==> src/rtl/activate_pipe.sv <==
// activate_pipe: multi-lane activation stage (bypass / ReLU / leaky ReLU /
// clamped ReLU) on a two-stage valid/ready pipeline with full backpressure,
// plus a saturating debug counter of output beats that hit the clamp.
module activate_pipe #(
  parameter int DATA_W     = 18,
  parameter int LANES      = 2,
  parameter int LEAK_SHIFT = 3,
  parameter int CLAMP_MAX  = 24576
) (
  input  logic                    clk,
  input  logic                    rst_n,
  input  logic                    in_valid,
  output logic                    in_ready,
  input  logic [LANES*DATA_W-1:0] in_data,
  input  logic [1:0]              in_mode,
  output logic                    out_valid,
  input  logic                    out_ready,
  output logic [LANES*DATA_W-1:0] out_data,
  output logic [LANES-1:0]        out_sat,
  input  logic                    cnt_clr,
  output logic [15:0]             clamp_cnt
);

  localparam logic signed [DATA_W-1:0] CLAMP_V = DATA_W'(CLAMP_MAX);

  localparam logic [1:0] MODE_BYPASS = 2'd0;
  localparam logic [1:0] MODE_RELU   = 2'd1;
  localparam logic [1:0] MODE_LEAKY  = 2'd2;
  localparam logic [1:0] MODE_CLAMP  = 2'd3;

  // Leaky slope: arithmetic shift floors toward -inf, so -1 stays -1.
  function automatic logic signed [DATA_W-1:0] leak_shift(
    input logic signed [DATA_W-1:0] x
  );
    return x >>> LEAK_SHIFT;
  endfunction

  // Upper saturation for clamp mode; only meaningful for non-negative x.
  function automatic logic signed [DATA_W-1:0] clamp_hi(
    input logic signed [DATA_W-1:0] x
  );
    return (x > CLAMP_V) ? CLAMP_V : x;
  endfunction

  function automatic logic sat_flag(input logic signed [DATA_W-1:0] x);
    return x > CLAMP_V;
  endfunction

  function automatic logic signed [DATA_W-1:0] act_lane(
    input logic signed [DATA_W-1:0] x,
    input logic [1:0]               mode
  );
    case (mode)
      MODE_BYPASS: return x;
      MODE_RELU:   return x[DATA_W-1] ? '0 : x;
      MODE_LEAKY:  return x[DATA_W-1] ? leak_shift(x) : x;
      default:     return x[DATA_W-1] ? '0 : clamp_hi(x);
    endcase
  endfunction

  logic                    vld_p1;
  logic [LANES*DATA_W-1:0] data_p1;
  logic [1:0]              mode_p1;

  logic                    vld_p2;
  logic [LANES*DATA_W-1:0] data_p2;
  logic [LANES-1:0]        sat_p2;

  logic                    adv1;
  logic                    adv2;
  logic                    out_fire;
  logic [LANES*DATA_W-1:0] act_data;
  logic [LANES-1:0]        act_sat;

  // A stage may load when it is empty or its content moves on this edge.
  assign adv2      = !vld_p2 || out_ready;
  assign adv1      = !vld_p1 || adv2;
  assign in_ready  = rst_n && adv1;
  assign out_fire  = vld_p2 && out_ready;
  assign out_valid = vld_p2;
  assign out_data  = data_p2;
  assign out_sat   = sat_p2;

  // ---- stage 1: capture raw samples and mode on an input transfer ----
  always_ff @(posedge clk) begin
    if (!rst_n) begin
      vld_p1 <= 1'b0;
    end else if (adv1) begin
      vld_p1 <= in_valid;
    end
  end

  // Stage-1 payload is don't-care while vld_p1 is low, so it carries no reset.
  always_ff @(posedge clk) begin
    if (in_valid && in_ready) begin
      data_p1 <= in_data;
      mode_p1 <= in_mode;
    end
  end

  // Per-lane activation of the stage-1 beat.
  always_comb begin
    act_data = '0;
    act_sat  = '0;
    for (int k = 0; k < LANES; k++) begin
      act_data[k*DATA_W +: DATA_W] = act_lane(data_p1[k*DATA_W +: DATA_W], mode_p1);
      act_sat[k] = (mode_p1 == MODE_CLAMP) && sat_flag(data_p1[k*DATA_W +: DATA_W]);
    end
  end

  // ---- stage 2: register activated result; holds while stalled ----
  always_ff @(posedge clk) begin
    if (!rst_n) begin
      vld_p2  <= 1'b0;
      data_p2 <= '0;
      sat_p2  <= '0;
    end else if (adv2) begin
      vld_p2 <= vld_p1;
      if (vld_p1) begin
        data_p2 <= act_data;
        sat_p2  <= act_sat;
      end
    end
  end

  // Debug counter of delivered beats with any clamped lane; clear wins.
  always_ff @(posedge clk) begin
    if (!rst_n) begin
      clamp_cnt <= '0;
    end else if (cnt_clr) begin
      clamp_cnt <= '0;
    end else if (out_fire && (|sat_p2) && (clamp_cnt != 16'hFFFF)) begin
      clamp_cnt <= clamp_cnt + 16'd1;
    end
  end

endmodule

==> config.mk <==
export PLATFORM = sky130hd
export DESIGN_NAME = activate_pipe
export DESIGN_NICKNAME = d
export VERILOG_FILES = /design/src/rtl/activate_pipe.sv
export SDC_FILE = /design/constraint.sdc
export NUM_CORES = 1
export LEC_CHECK = 0
export ABC_AREA = 0
export ABC_CLOCK_PERIOD_IN_PS = 6300
export CAP_MARGIN = 20
export CORE_ASPECT_RATIO = 1.4
export CORE_MARGIN = 2
export CORE_UTILIZATION = 45
export CTS_CLUSTER_DIAMETER = 30
export DETAILED_ROUTE_END_ITERATION = 12
export PLACE_DENSITY = 0.74
export RECOVER_POWER = 50
export SLEW_MARGIN = 25
export SYNTH_ARGS = -nofsm -noshare
export SYNTH_HDL_FRONTEND = slang
export SYNTH_SLANG_ARGS = --single-unit
export TNS_END_PERCENT = 1
==> constraint.sdc <==
create_clock -name clk -period 6.3 [get_ports clk]
set_input_delay 1.26 -clock clk [delete_from_list [all_inputs] [get_ports clk]]
set_output_delay 1.26 -clock clk [all_outputs]
set_load 0.02 [all_outputs]
==> flow_summary.ini <==
[outcome]
status = finished with violations
violations = max-capacitance violations, max-slew violations

[clock_network]
numCtsBuffers = 9
cts_tree = built
clkLatencyLatePin_ps = 330
cts_hold_buf = 0
clockBufferDepth = 2
cts.sinks = 94
cts_resized = 0
cts-htree-levels = 3
post_cts_buffers = 0
cts_root_buf = clkbuf_16
clkTransAtPathRegs_ps = 60

[die]
io_pins = 99
core_um2 = 8610
start_util_pct = 46.2
die_w_um = 83.5
num_rows = 40
die_area_um2 = 9620
fp.dieH_um = 115

[worst_setup_path]
critical_path_required_ps = 5040
reg2reg_from = out_valid
end_kind = output pin
start_kind = input port
timing.rr.end = out_data[31]
criticalPathCategory = input port to output pin
rr_worst_depth = 6
crit_arrival_ps = 3380
cp_max_fo = 38
regToRegSetupSlack_ps = 3630

[worst_hold_path]
min_to = out_data[32]
worstHoldStart = out_data[32]
hold_path_depth = 2
min-delay-path-class = flip-flop to flip-flop

[run]
drv_cap = 1

[grt]
grt_busiest_layer = met2
antenna_found_initial = 0
grt_util_all_layers_pct = 19.6
grt_start_max_net_pins = 41
use_met3_pct = 3.95
overflow = 0
use_met1_pct = 25.8
grt_pass1_vias = 3027
grt_use_met2_pct = 32.4
grt_pass1_wl_mm = 15.2

[synth]
synth_top_area_share_pct = 28.7
synth.avg_cell_area_um2 = 10.5
synthTopCellsByArea = edfxtp_1, dfxtp_1, o21ai_0
ys_seq_area_share_pct = 56.9
synthCells = 378
yosysWarningCount = 0
synth_area_um2 = 3980
async_flop_share_pct = 0
synth-main-ff-cell = dfxtp_1
yosysTopAreaCell = edfxtp_1
syn-num-nets = 422
synth_cell_types = 50
synth_edf_count = 38
ys_ff_latch = 94

[layout]
area_growth_pct = 33.2
final_cells = 576
final_net_count = 510
layout-drive-gt1-share_pct = 4.25
antenna_cells = 0

[detailed_routing]
routed_via_density = 5.93
vias = 3417
firstDrtPassIters = 5
drc = 0
drtIter0Drc = 230
wl_mm = 9.49
ant_nets = 0
wl_per_cell_um = 16.5

[timing]
finalSetupViolations = 0
slew_headroom_pct = -5.99
post-route-min-period_ps = 4640
tns_ps = 0
rsz0062_at_grt = false
fin_skew_ps = 5.44
worstMarginPinSlew_ps = 1590
max_freq_mhz = 215
hold_viol_final = 0
drv_slew = 41
post-route-period-util_pct = 73.7

[place]
hpwl_mm = 6.66
dp.cells = 560
portBuffers = 98
place_congestion = 0.893

[pwr]
vdd_drop_max_uv = 163
p_per_area_nw_per_um2 = 251
power_leakage_nw = 1.85
==> critical path, cell delays in order <==
cell and delay (ps):
dlygate4sd3_1 530, buf_4 340, clkinv_1 340, a21oi_1 270
clkdlybuf4s50_1 640
==> per-stage QoR <==
step / hold WS [ps] / area, um^2 / setup WS [ps] / power, mW / utilization (%)
final: 457 / 5300 / 1660 / 1.33 / 61.5
after global routing: 493 / 5300 / 1530 / 1.38 / 61.5
after CTS: 461 / 5300 / 1690 / 1.35 / 61.6
after detailed placement: 452 / 5020 / 1700 / 0.835 / 58.3
after global placement: 443 / 5020 / 1720 / 0.832 / 58.3
after floorplan: 475 / 3980 / 2720 / 0.759 / -
==> cell type report <==
cell class / count / area [um^2]
clock buffer: 12 / 236
clock inverter: 4 / 48.8
inverter: 3 / 11.3
multi-input combinational: 256 / 1600
sequential: 94 / 2260
timing repair buffer: 102 / 1010
fill: 737 / 3310
tap: 105 / 131
==> per-layer routing <==
layer / up-vias / routed length, um
met2: 157 / 4710
met5: - / 0
li1: 1634 / -
met3: 15 / 585
met1: 1611 / 4020
met4: 0 / 177
==> sequential cells by signal, indices dropped and copies added, names as in the netlist <==
name / cells
out_valid: 1
data_p1: 36
vld_p1: 1
mode_p1: 2
out_sat: 2
out_data: 36
clamp_cnt: 16
==> how the worst max path moves through the flow <==
stage	start	to	slack, ps
after global routing	rst_n	in_ready	1530
after global placement	rst_n	in_ready	1720
final	rst_n	in_ready	1660
after CTS	rst_n	in_ready	1690
after floorplan	rst_n	data_p1[0]	2720
after detailed placement	rst_n	in_ready	1700
==> cells by family after synthesis <==
family,Yosys count,synth area share (%)
AO/OA/AOI/OAI,129,21.6
AND/OR/NAND/NOR,113,15.4
flip-flops,94,56.9
buffers and inverters,28,2.89
XOR/XNOR,12,2.64
multiplexers,1,0.252
adder cells (fa/ha/maj),1,0.315
==> cells in the final DEF (no fill, tap or decap), types with 4 or more instances in the layout <==
cell type        netlist  routed
o21a_1                 6       6
o21ai_0               46      46
nor3_1                 7       7
dfxtp_1               56      56
nand3_1               24      24
nand2_1               17      17
a221oi_1              26      26
nand4_1                6       6
o211ai_1               4       4
and2_1                 7       6
dlygate4sd3_1          0      82
edfxtp_1              38      38
o2bb2ai_1             10      10
nor4b_1                4       4
clkbuf_1              21       4
xnor2_1               11      11
nor2_1                24      24
clkbuf_16              0       9
nor4_1                 5       5
a21oi_1               20      20
clkdlybuf4s50_1        0      16
==> Yosys cell counts (2+ instances only) <==
| library cell | instances |
|---|---|
| dfxtp_1 | 56 |
| o21a_1 | 6 |
| a21oi_1 | 20 |
| xnor2_1 | 11 |
| nor3_1 | 7 |
| nand3b_1 | 2 |
| o211ai_1 | 4 |
| nor3b_1 | 3 |
| o21ai_1 | 2 |
| nor2_1 | 24 |
| inv_1 | 2 |
| nor4_1 | 5 |
| nand3_1 | 24 |
| nand2_1 | 17 |
| nand2b_1 | 3 |
| nor4b_1 | 4 |
| a22oi_1 | 2 |
| o21ai_0 | 46 |
| clkbuf_1 | 21 |
| a221oi_1 | 26 |
| edfxtp_1 | 38 |
| nand4_1 | 6 |
| and2_1 | 7 |
| o2bb2ai_1 | 10 |
| buf_2 | 2 |
| or3_1 | 2 |
| and3b_1 | 2 |
| a211oi_1 | 2 |
| o22ai_1 | 2 |
| and3_1 | 2 |
==> where the power goes <==
part / total, mW / internal (mW) / switching, mW
Combinational: 0.125 / 0.0572 / 0.0679
Clock: 0.518 / 0.306 / 0.212
Sequential: 0.686 / 0.662 / 0.0238
Total: 1.33 / 1.03 / 0.304
(Power assumes the default switching activity.)
